**src/rtl/load_store_unit.sv**
```systemverilog
// load_store_unit: single-outstanding load/store unit between execute stage and data memory.
// Define LSU_MISALIGN_TRAP_EN to trap misaligned halfword/word accesses instead of issuing them.
module load_store_unit #(
    parameter int DATA_WIDTH = 32
) (
    input  logic                  Clk,
    input  logic                  Rst,
    input  logic                  ReqValid,
    output logic                  ReqReady,
    input  logic [31:0]           Instr,
    input  logic [DATA_WIDTH-1:0] AluOut,
    input  logic [DATA_WIDTH-1:0] StoreData,
    output logic                  MemReqValid,
    input  logic                  MemReqReady,
    output logic [DATA_WIDTH-1:0] MemAddr,
    output logic                  MemWe,
    output logic [3:0]            MemBe,
    output logic [DATA_WIDTH-1:0] MemWData,
    input  logic                  MemRspValid,
    input  logic [DATA_WIDTH-1:0] MemRData,
    output logic                  LoadValid,
    output logic [DATA_WIDTH-1:0] LoadData,
    output logic                  StoreDone,
    output logic                  Busy,
    output logic                  Misaligned
);
    typedef enum logic [1:0] {IDLE, REQ, WAIT, RESP} state_t;
    localparam logic [6:0] OP_LOAD  = 7'b0000011;
    localparam logic [6:0] OP_STORE = 7'b0100011;

    state_t      state_q, state_d;
    logic [31:0] addr_q, addr_d, sdata_q, sdata_d, ldata_q, ldata_d;
    logic [2:0]  f3_q, f3_d;
    logic        ld_q, ld_d, mis_q, mis_d;

    logic [2:0]  f3;
    logic        is_ld, is_st, unsup, mis;
    logic [7:0]  rb;
    logic [15:0] rh;
    logic [31:0] ext;
    logic        unused_instr;

    assign unused_instr = ^{Instr[31:15], Instr[11:7]};
    assign f3    = Instr[14:12];
    assign is_ld = Instr[6:0] == OP_LOAD;
    assign is_st = Instr[6:0] == OP_STORE;
    assign unsup = is_ld ? (f3 == 3'd3 || f3[2:1] == 2'b11) : (f3 >= 3'd3);
`ifdef LSU_MISALIGN_TRAP_EN
    assign mis = !unsup && ((f3[1:0] == 2'b01 && AluOut[0]) || (f3[1:0] == 2'b10 && AluOut[1:0] != 2'b00));
`else
    assign mis = 1'b0;
`endif

    // Halfwords select on addr[1] only; in trap mode addr[0] is already known clear.
    assign rb  = MemRData[{addr_q[1:0], 3'b000} +: 8];
    assign rh  = addr_q[1] ? MemRData[31:16] : MemRData[15:0];
    assign ext = f3_q == 3'd0 ? {{24{rb[7]}}, rb} :
                 f3_q == 3'd1 ? {{16{rh[15]}}, rh} :
                 f3_q == 3'd4 ? {24'd0, rb} :
                 f3_q == 3'd5 ? {16'd0, rh} : MemRData;

    always_ff @(posedge Clk) begin
        if (Rst) begin
            state_q <= IDLE;
            addr_q  <= '0;
            sdata_q <= '0;
            ldata_q <= '0;
            f3_q    <= '0;
            ld_q    <= 1'b0;
            mis_q   <= 1'b0;
        end else begin
            state_q <= state_d;
            addr_q  <= addr_d;
            sdata_q <= sdata_d;
            ldata_q <= ldata_d;
            f3_q    <= f3_d;
            ld_q    <= ld_d;
            mis_q   <= mis_d;
        end
    end

    always_comb begin
        state_d = state_q;
        addr_d  = addr_q;
        sdata_d = sdata_q;
        ldata_d = ldata_q;
        f3_d    = f3_q;
        ld_d    = ld_q;
        mis_d   = mis_q;
        case (state_q)
            IDLE: if (ReqValid && (is_ld || is_st)) begin
                addr_d  = AluOut;
                sdata_d = StoreData;
                f3_d    = f3;
                ld_d    = is_ld;
                mis_d   = mis;
                // Unsupported and trapped accesses skip memory and report straight from RESP.
                state_d = (unsup || mis) ? RESP : REQ;
                if (is_ld && unsup) ldata_d = '0;
            end
            REQ:  if (MemReqReady) state_d = ld_q ? WAIT : IDLE;
            WAIT: if (MemRspValid) begin
                ldata_d = ext;
                state_d = RESP;
            end
            default: state_d = IDLE;
        endcase
    end

    assign ReqReady    = state_q == IDLE;
    assign Busy        = state_q != IDLE;
    assign MemReqValid = state_q == REQ;
    assign MemWe       = MemReqValid && !ld_q;
    assign MemAddr     = MemReqValid ? {addr_q[31:2], 2'b00} : '0;
    assign MemBe       = !MemReqValid ? 4'b0000 :
                         ld_q ? 4'b1111 :
                         f3_q[1:0] == 2'b00 ? 4'b0001 << addr_q[1:0] :
                         f3_q[1:0] == 2'b01 ? 4'b0011 << {addr_q[1], 1'b0} : 4'b1111;
    assign MemWData    = !MemWe ? '0 :
                         f3_q[1:0] == 2'b00 ? {4{sdata_q[7:0]}} :
                         f3_q[1:0] == 2'b01 ? {2{sdata_q[15:0]}} : sdata_q;
    assign LoadValid   = state_q == RESP && ld_q && !mis_q;
    assign LoadData    = ldata_q;
    assign StoreDone   = (MemReqValid && MemReqReady && !ld_q) || (state_q == RESP && !ld_q && !mis_q);
`ifdef LSU_MISALIGN_TRAP_EN
    assign Misaligned  = state_q == RESP && mis_q;
`else
    assign Misaligned  = 1'b0;
`endif
endmodule

```
**config.mk**
```make
export PLATFORM = sky130hd
export DESIGN_NAME = load_store_unit
export DESIGN_NICKNAME = d
export VERILOG_FILES = /design/src/rtl/load_store_unit.sv
export SDC_FILE = /design/constraint.sdc
export NUM_CORES = 1
export LEC_CHECK = 0
export ABC_AREA = 1
export CAP_MARGIN = 20
export CORE_UTILIZATION = 45
export CTS_CLUSTER_DIAMETER = 80
export DETAILED_ROUTE_END_ITERATION = 12
export PLACE_DENSITY_LB_ADDON = 0.08
export SYNTH_ARGS = -nofsm -noshare
export SYNTH_HDL_FRONTEND = slang
export SYNTH_SLANG_ARGS = --single-unit
```
**constraint.sdc**
```tcl
create_clock -name Clk -period 2.4 [get_ports Clk]
set_clock_uncertainty 0.05 [all_clocks]
set_input_delay 0.24 -clock Clk [delete_from_list [all_inputs] [get_ports Clk]]
set_output_delay 0.24 -clock Clk [all_outputs]
set_load 0.01 [all_outputs]
```
==> run_results.csv, run 1 <==
group,metric,value,unit
sta,finalHoldViolations,0,
pwr,netSwitchingFraction,37.1,%
sta,drv_slew,0,
critical_path,crit_buf_inv,4,
critical_path,required,2.11,ns
sta,tightest_slew,0.660,ns
routing,wl,18800,um
sta,finalCritPeriodShare,97.4,%
sta,fin_crit,2.34,ns
pwr,seqPwrFrac,36.1,%
clock_tree,worstSkewPairLatency,0.36,ns
grt,grt_pass1_vias,6081,
sta,holdWs,0.357,ns
floorplan,rows,40,
routing,route.detailed.drc,0,
cells_and_area,n_fill_cell,1107,
placement,routabilityCongestion,0.920,
routing,drt_iter0_markers,574,
clock_tree,cts_sinks,102,
placement,detailed_place_hpwl,12500,um
yosys,ys_ff_latch,102,
critical_path,arrival,2.05,ns
yosys,synth.distinct_cells,28,
sta,fmax,428,MHz
pwr,ir_drop,0.000507,V
floorplan,die_y,114,um
cells_and_area,seqCellArea,0.00205,mm^2
sta,relSlewSlack,56.0,%
floorplan,die_w,114,um
cells_and_area,antennaDiodeCount,0,
yosys,ys_seq_area_share,36.4,%
clock_tree,cts.htree.levels,3,
pwr,power.density,617,mW/mm^2
routing,wl_per_cell,14.9,um
cells_and_area,final_cells,1263,
cells_and_area,nNetsFinal,1223,
clock_tree,cts_root_buf,"clkbuf_16",
cells_and_area,multi_input_area,0.00296,mm^2
placement,port_buffers,214,
routing,ant_nets,0,
grt,track_usage,28.9,%
critical_path,slowest_stage,"clkdlybuf4s50_1",
critical_path,cp-end-kind,"output pin",
clock_tree,clkTransAtPathRegs,0.07,ns
run,drv_cap,0,
cells_and_area,drive_above_1_share,6.67,%
pwr,p_int,3.21,mW
yosys,syn_area,0.00561,mm^2
critical_path,cp_top_family,"buffers and inverters",
pwr,p_sw,1.89,mW
routing,dr.pass1.iters,7,
cells_and_area,area_delta_synth_final,47.5,%
yosys,yosys_warnings,0,
grt,antenna_found_initial,0,
routing,routed_via_density,5.23,
grt,gr-total-overflow,0,
clock_tree,cts_buffers,9,
critical_path,max_stage_delay,0.54,ns
pwr,p_comb_share,35.2,%
floorplan,io_pins,240,
clock_tree,cts_buffer_depth,2,
placement,placedCellCount,1235,
critical_path,crit_type,"register to output pin",
floorplan,start_util,46.5,%
critical_path,cp-start-kind,"register",
status,status,"completed",
yosys,synth_area_per_cell,6.24,um^2
pwr,clkPwrFrac,28.7,%
pwr,leakage,3.34,nW
grt,grt_max_degree,69,
yosys,syn_inst,899,
clock_tree,cts_tree,"done",
routing,routed-via-count,6601,
worst_hold_path,hold_class,"input port to register",
critical_path,worstPathCellList,"inv_1 > nor2_4 > inv_2 > nor2_8 > clkinvlp_4 > nor2_1 > clkdlybuf4s50_1",
grt,grt_pass1_wl,29600,um
floorplan,die_area,0.0129,mm^2
critical_path,critPathMaxFanout,6,
sta,setup_viol,0,
floorplan,core_area,0.0121,mm^2
==> worst paths after layout <==
path	from	end	slack [ns]	depth (start not counted)
setup / recovery	state_q[0]	MemWData[16]	0.06	7
hold / removal	Rst	ld_q	0.36	2
setup reg to reg	f3_q[0]	LoadData[15]	0.49	8
hold reg to reg	LoadData[31]	LoadData[31]	0.41	2
==> through the flow <==
step | instance area [um^2] | utilization [%] | power, mW | setup TNS [ns] | setup WS, ns
6_report | 8280 | 68.6 | 5.10 | 0 | 0.0629
5_1_grt | 8280 | 68.6 | 5.35 | -0.0593 | -0.0304
4_1_cts | 8190 | 67.9 | 5.06 | -0.0409 | -0.0108
3_5_place_dp | 7850 | 65.0 | 3.53 | 0 | 0.175
3_3_place_gp | 7850 | 65.0 | 3.53 | 0 | 0.201
2_1_floorplan | 5620 | - | 2.83 | 0 | 0.646
==> layout by cell type, fill, tap and decap left out, types with 4 or more instances in the layout <==
cell,Yosys,layout
nor2_1,115,114
a21oi_1,136,136
nor2_4,3,5
buf_4,7,23
dlymetal6s2s_1,0,11
o21ai_0,26,26
clkdlybuf4s50_1,0,190
nor3_1,137,137
dfxtp_1,102,99
nand3_1,23,23
o21ai_1,4,4
clkbuf_16,0,9
nand2_1,178,177
inv_2,7,7
clkinvlp_4,0,4
buf_12,0,4
inv_1,78,77
dlygate4sd2_1,0,11
nand3b_1,7,7
==> what timing repair did <==
action,4_1_cts,5_1_grt
resized for setup,20,16
setup endpoints to repair,47,44
cloned,3,1
setup buffers,4,4
pin swaps,1,1
hold buffers,0,0
==> kinds of logic after synthesis <==
logic type	share of synthesized area, %
other	0.0668
and+or+nand+nor	36.5
DFF	36.4
AOI/OAI and AO/OA	15.7
buffers and inverters	11.3
==> state kept, by name, indices dropped and copies added, names as in the netlist <==
| signal | cells |
|---|---|
| addr_q | 32 |
| LoadData | 32 |
| state_q | 2 |
| f3_q | 3 |
| ld_q | 1 |
| sdata_q | 32 |
==> cells in the mapped netlist, drive strengths merged <==
master,count,share of area (%)
nand2,180,12
a31oi,1,0.11
or2,1,0.11
nand3,24,2.2
and3,1,0.11
nand3b,7,0.94
dfxtp,102,36
nor2,120,8.8
buf,33,3.2
o22ai,3,0.33
o21ai,30,2.7
a21oi,138,13
conb,1,0.067
inv,85,5.7
clkinv,1,0.067
clkbuf,35,2.3
nor3,137,12
==> layout make-up <==
cell class | count | share of cell area (%)
Timing Repair Buffer | 243 | 29.3
Inverter | 86 | 3.95
Clock buffer | 10 | 2.89
Timing Repair inverter | 3 | 0.272
Sequential cell | 102 | 24.7
Clock inverter | 6 | 0.620
Multi-Input combinational cell | 645 | 35.7
Tap cell | 168 | 2.54
==> worst register-to-register path: stages (launching register included) <==
cell,delay [ns]
dfxtp_2,0.42
inv_1,0.10
nor2_4,0.23
buf_4,0.31
nand3_2,0.29
nand3_1,0.19
nand2_1,0.06
nand2_1,0.08
a21oi_1,0.06
==> power groups by stage <==
| stage | clock [mW] | sequential [mW] | combinational [mW] |
|---|---|---|---|
| after floorplan | 0 | 1.90 | 0.927 |
| after global placement | 0 | 1.87 | 1.66 |
| final | 1.47 | 1.84 | 1.79 |
| after CTS | 1.48 | 1.84 | 1.73 |
| after global routing | 1.55 | 1.85 | 1.94 |
| after detailed placement | 0 | 1.88 | 1.66 |
==> routing by layer <==
metal | part of all wire (%) | routed length [um] | track usage (%) | vias up
met5 | 0 | 0 | 0 | -
met3 | 6.5 | 1220 | 6.11 | 42
met4 | 3.7 | 705 | 13.9 | 0
li1 | - | - | - | 3305
met1 | 44 | 8240 | 36.4 | 3022
met2 | 46 | 8660 | 47.3 | 232
Note: power is estimated with default switching activity, not from simulation.
==> run 2: changes to the inputs <==
--- a/config.mk
+++ b/config.mk
@@ -11,6 +11,7 @@
 export CTS_CLUSTER_DIAMETER = 80
 export DETAILED_ROUTE_END_ITERATION = 12
 export PLACE_DENSITY_LB_ADDON = 0.08
+export SETUP_SLACK_MARGIN = 0.5
 export SYNTH_ARGS = -nofsm -noshare
 export SYNTH_HDL_FRONTEND = slang
 export SYNTH_SLANG_ARGS = --single-unit
==> run 2 against run 1 <==
Clock power hardly changed. Hold slack gained 0.0048 ns. Via count up 2.7%. Setup slack better by 0.25 ns. Critical path depth grew 2. Combinational power increased by 17%. Register-to-register slack improved by 0.16 ns. Fmax increased by 12%. First-iteration DRC count fell by 7.3%. Die area unchanged. Utilization rose by 2.4 points. Critical endpoint is now MemWData[14].
==> run_results.csv, run 2 (synthesized netlist as in run 1, its figures left out) <==
group,metric,value,unit
critical_path,required,2.11,ns
grt,gr-total-overflow,0,
placement,port_buffers,214,
floorplan,die_y,114,um
placement,placedCellCount,1235,
status,status,"completed",
routing,wl,19700,um
run,drv_cap,0,
pwr,p_int,3.41,mW
critical_path,cp-start-kind,"register",
routing,routed_via_density,5.25,
grt,track_usage,29.6,%
clock_tree,cts_hold_buf,0,
pwr,clkPwrFrac,27.0,%
sta,finalHoldViolations,0,
placement,routabilityCongestion,0.920,
floorplan,die_w,114,um
critical_path,cp-end-kind,"output pin",
critical_path,reg2reg_to,"LoadData[15]",
cells_and_area,drive_above_1_share,14.8,%
cells_and_area,nNetsFinal,1252,
grt,use_met2,49.2,%
routing,ant_nets,0,
floorplan,rows,40,
clock_tree,cts.htree.levels,3,
sta,finalCritPeriodShare,87.1,%
cells_and_area,area_delta_synth_final,52.6,%
sta,rsz0062_at_grt,"true",
clock_tree,worstSkewPairLatency,0.35,ns
floorplan,io_pins,240,
floorplan,start_util,46.5,%
clock_tree,cts_tree,"done",
grt,grt_pass1_wl,30300,um
placement,detailed_place_hpwl,12500,um
routing,dr.pass1.iters,5,
sta,drv_slew,0,
routing,drt_iter0_markers,532,
grt,use_met3,5.95,%
critical_path,crit_type,"register to output pin",
routing,wl_per_cell,15.2,um
pwr,ir_drop,0.000543,V
pwr,leakage,3.47,nW
cells_and_area,final_common_cell,"nand2_1",
worst_hold_path,hold_class,"input port to register",
critical_path,r2r_slack,0.65,ns
grt,antenna_found_initial,0,
sta,fmax,478,MHz
clock_tree,cts_sinks,102,
clock_tree,cts_root_buf,"clkbuf_16",
placement,dpl-instance-area,0.00785,mm^2
sta,fin_crit,2.09,ns
grt,grt_pass1_vias,6214,
critical_path,critPathMaxFanout,6,
grt,use_met1,37.0,%
pwr,p_comb_share,38.8,%
routing,route.detailed.drc,0,
clock_tree,clkTransAtPathRegs,0.07,ns
cells_and_area,post-route-util,71.0,%
pwr,netSwitchingFraction,36.9,%
grt,grt-busiest-layer,"met2",
pwr,power.density,632,mW/mm^2
worst_hold_path,hp-start,"Rst",
cells_and_area,antennaDiodeCount,0,
sta,setup_viol,0,
clock_tree,cts_buffer_depth,2,
sta,setup_tns,0,ns
pwr,total_power,5.41,mW
pwr,seqPwrFrac,34.2,%
routing,routed-via-count,6780,
pwr,p_sw,2.00,mW
clock_tree,cts_buffers,9,
cells_and_area,final_cells,1292,
worst_hold_path,min_path_cells,2,
worst_hold_path,holdPathEnd,"ld_q",
critical_path,reg2reg_from,"state_q[0]",
cells_and_area,final_area,0.00856,mm^2
floorplan,die_area,0.0129,mm^2
critical_path,arrival,1.80,ns
cells_and_area,layout_common_cells,"175 x nand2_1, 143 x clkdlybuf4s50_1, 137 x nor3_1, 136 x a21oi_1, 99 x nor2_1",
critical_path,r2r_cells,10,
floorplan,core_area,0.0121,mm^2
grt,grt_max_degree,69,
run 2: changes by cell type in the layout (fill, tap and decap cells not counted), moves of 11 or more:
cell,previous run,this run
clkdlybuf4s50_1,190,143
buf_6,2,31
dlygate4sd2_1,11,31
buf_2,1,18
nor2_1,114,99
buf_4,23,34
run 2: area by class of cell:
cell class | instances | area [um^2]
Tap cell | 168 | 210
Clock inverter | 6 | 51.3
Timing Repair Buffer | 270 | 2570
Clock buffer | 10 | 239
Fill cell | 1077 | 3500
Timing Repair inverter | 5 | 37.5
Inverter | 86 | 343
Multi-Input combinational cell | 645 | 3060
Sequential cell | 102 | 2050
run 2: through the flow:
stage	hold WS [ns]	setup slack [ns]
3_5_place_dp	0.403	0.175
3_3_place_gp	0.400	0.201
6_report	0.362	0.309
5_1_grt	0.382	0.262
2_1_floorplan	0.401	0.646
4_1_cts	0.358	0.281
run 2: metal layers:
| metal | part of all wire, % | up-vias |
|---|---|---|
| met5 | 0 | - |
| met4 | 3.7 | 0 |
| met3 | 7.2 | 48 |
| met2 | 47 | 278 |
| met1 | 42 | 3095 |
| li1 | - | 3359 |
run 2: worst max-delay path by stage:
stage | startpoint | to | slack [ns] | cells after the start
detailed placement | state_q[0] | MemWData[9] | 0.18 | 7
CTS | state_q[0] | MemWData[12] | 0.28 | 9
finish | state_q[0] | MemWData[14] | 0.31 | 9
global placement | state_q[0] | MemWData[9] | 0.20 | 7
floorplan | state_q[0] | MemWData[12] | 0.65 | 7
global route | state_q[0] | MemWData[3] | 0.26 | 9
run 2: power groups by stage:
stage	combinational, mW	sequential, mW	clock (mW)
final	2.10	1.85	1.46
after global routing	2.26	1.86	1.55
after CTS	1.96	1.84	1.48
after detailed placement	1.66	1.88	0
after global placement	1.66	1.87	0
after floorplan	0.927	1.90	0
run 2: critical path, cell delays in order, from the launching register on:
cell and delay (ns):
dfxtp_4 0.38, inv_4 0.04, nor2_4 0.11, inv_4 0.06, nor2_8 0.20, clkinvlp_4 0.20, buf_6 0.16, buf_6 0.11
nor2_4 0.08, buf_6 0.10
run 2: repair_timing:
action                                  CTS  global route
endpoints found under the setup margin   93            86
gates cloned                              4             2
pin swaps                                 6             9
gates resized for setup                 208            67
setup buffers                            27             8
==> run 3: changes to the inputs <==
--- a/config.mk
+++ b/config.mk
@@ -7,7 +7,7 @@
 export LEC_CHECK = 0
 export ABC_AREA = 1
 export CAP_MARGIN = 20
-export CORE_UTILIZATION = 45
+export CORE_UTILIZATION = 39
 export CTS_CLUSTER_DIAMETER = 80
 export DETAILED_ROUTE_END_ITERATION = 12
 export PLACE_DENSITY_LB_ADDON = 0.08
==> constraint.sdc (replaced) <==
create_clock -name Clk -period 1.87 [get_ports Clk]
set_clock_uncertainty 0.05 [all_clocks]
set_input_delay 0.187 -clock Clk [delete_from_list [all_inputs] [get_ports Clk]]
set_output_delay 0.187 -clock Clk [all_outputs]
set_load 0.01 [all_outputs]
==> run 3 against run 2 <==
Utilization is 6.9 points higher. Combinational power grew to 2.8 times the previous value. Register-to-register slack lost 0.57 ns. Clock power up 35%. Global-route usage increased by 0.67 points. Total power up 90%. Sequential share of layout area shrank 5.0 points. Die area grew 15%. Via count is 8.2% higher. Critical path depth is 2 lower. Sequential power rose by 28%. Clock-buffer cell count did not move. Critical path type unchanged. Largest cell class unchanged.
==> run_results.csv, run 3 (synthesized netlist as in run 1, its figures left out) <==
group,metric,value,unit
critical_path,cp-start-kind,"register",
sta,fmax,541,MHz
floorplan,io_pins,240,
floorplan,die_y,122,um
placement,routabilityCongestion,0.853,
placement,port_buffers,214,
pwr,ir_drop,0.000674,V
floorplan,start_util,40.3,%
cells_and_area,nNetsFinal,1303,
grt,grt_pass1_vias,6680,
clock_tree,clkTransAtPathRegs,0.07,ns
critical_path,cp-end-kind,"output pin",
pwr,total_power,10.3,mW
floorplan,rows,43,
sta,setup_viol,0,
sta,drv_slew,0,
pwr,power.density,948,mW/mm^2
clock_tree,cts.htree.levels,3,
critical_path,required,1.63,ns
routing,dr.pass1.iters,5,
pwr,seqPwrFrac,23.1,%
placement,detailed_place_hpwl,13000,um
grt,gr-total-overflow,0,
sta,rsz0062_at_grt,"true",
routing,wl_per_cell,17.9,um
critical_path,critPathMaxFanout,16,
pwr,p_comb_share,57.8,%
sta,finalCritPeriodShare,98.8,%
clock_tree,cts_sinks,102,
pwr,p_int,6.42,mW
floorplan,die_w,122,um
pwr,clkPwrFrac,19.1,%
grt,grt_pass1_wl,34500,um
routing,routed-via-count,7334,
clock_tree,cts_tree,"done",
clock_tree,cts_buffers,9,
pwr,leakage,4.21,nW
sta,tightest_slew,0.518,ns
grt,track_usage,30.3,%
clock_tree,cts_buffer_depth,2,
grt,grt_max_degree,34,
clock_tree,worstSkewPairLatency,0.36,ns
cells_and_area,layout_common_cells,"144 x nand2_1, 140 x clkdlybuf4s50_1, 104 x a21oi_1, 95 x dfxtp_1, 80 x nor2_1",
pwr,p_sw,3.88,mW
cells_and_area,final_cells,1356,
critical_path,arrival,1.61,ns
floorplan,core_area,0.0139,mm^2
clock_tree,cts_hold_buf,0,
routing,wl,24200,um
routing,drt_iter0_markers,775,
worst_hold_path,hold_class,"input port to register",
sta,relSlewSlack,65.4,%
clock_tree,cts_root_buf,"clkbuf_16",
pwr,netSwitchingFraction,37.7,%
routing,routed_via_density,5.41,
cells_and_area,drive_above_1_share,36.5,%
routing,route.detailed.drc,0,
status,status,"completed",
grt,antenna_found_initial,2,
cells_and_area,final_common_cell,"nand2_1",
floorplan,die_area,0.0149,mm^2
sta,fin_crit,1.85,ns
run,drv_cap,0,
placement,placedCellCount,1267,
sta,finalHoldViolations,0,
critical_path,crit_type,"register to output pin",
cells_and_area,area_delta_synth_final,93.5,%
routing,ant_nets,0,
run 3: changes by cell type in the layout (fill, tap and decap cells not counted), sizes merged, moves of 2 or more:
cell / previous run / this run
buf: 89 / 167
dlygate4sd2: 31 / 1
clkbuf: 12 / 17
bufbuf: 0 / 3
clkdlybuf4s50: 143 / 140
clkinvlp: 7 / 5
nand3: 24 / 26
run 3: power groups by stage:
| stage | Combinational (mW) | Sequential (mW) | Clock (mW) |
|---|---|---|---|
| 2_1_floorplan | 1.35 | 2.45 | 0 |
| 3_3_place_gp | 2.41 | 2.40 | 0 |
| 3_5_place_dp | 2.42 | 2.40 | 0 |
| 4_1_cts | 4.90 | 2.37 | 1.99 |
| 5_1_grt | 6.16 | 2.39 | 2.07 |
| 6_report | 5.95 | 2.37 | 1.97 |
run 3: timing repair:
action	in CTS	in global routing
gates resized for setup	463	192
cloned	21	8
pin swaps	31	44
setup endpoints to repair	205	205
endpoints found under the hold margin	0	0
buffers inserted	28	15
run 3: final cells by class:
| cell class | instances | area, um^2 |
|---|---|---|
| flip-flops and latches | 102 | 2060 |
| multi-input cells | 647 | 4250 |
| fillers | 966 | 3080 |
| clock buffers | 10 | 229 |
| well taps | 180 | 225 |
| clock inverters | 6 | 71.3 |
| repair buffers | 322 | 3640 |
| repair inverters | 2 | 15.0 |
| diodes | 1 | 2.50 |
| inverters | 86 | 362 |
run 3: path summary, 6_finish.rpt:
kind,cells past startpoint,start,endpoint,slack (ns)
worst max-delay path,7,state_q[0],MemAddr[6],0.02
worst min register to register,2,LoadData[19],LoadData[19],0.41
worst min-delay path,2,Rst,ld_q,0.32
worst max register to register,13,state_q[0],LoadData[19],0.08
run 3: stage by stage:
| step | hold slack (ns) | setup WS, ns | area [um^2] | util [%] | TNS (ns) |
|---|---|---|---|---|---|
| after floorplan | 0.348 | 0.471 | 5830 | - | 0 |
| after global placement | 0.397 | -0.0314 | 8270 | 59.3 | -0.166 |
| after detailed placement | 0.403 | -0.0574 | 8270 | 59.3 | -0.312 |
| after CTS | 0.284 | 0.0309 | 9820 | 70.5 | 0 |
| after global routing | 0.319 | -0.0384 | 10900 | 77.9 | -0.434 |
| final | 0.315 | 0.0225 | 10900 | 77.9 | 0 |
run 3: critical path: stages (launching register included):
cell             delay [ns]
dfxtp_2                0.34
inv_2                  0.05
nor2_4                 0.12
inv_4                  0.06
buf_4                  0.18
buf_16                 0.17
nor2_2                 0.10
clkdlybuf4s15_2        0.23
run 3: metal layers:
layer	GRT usage [%]	up-vias	wire length, um
met2	51.1	356	12100
met4	15.7	0	849
li1	-	3484	-
met3	5.90	58	1790
met1	36.3	3436	9530
met5	0	-	0
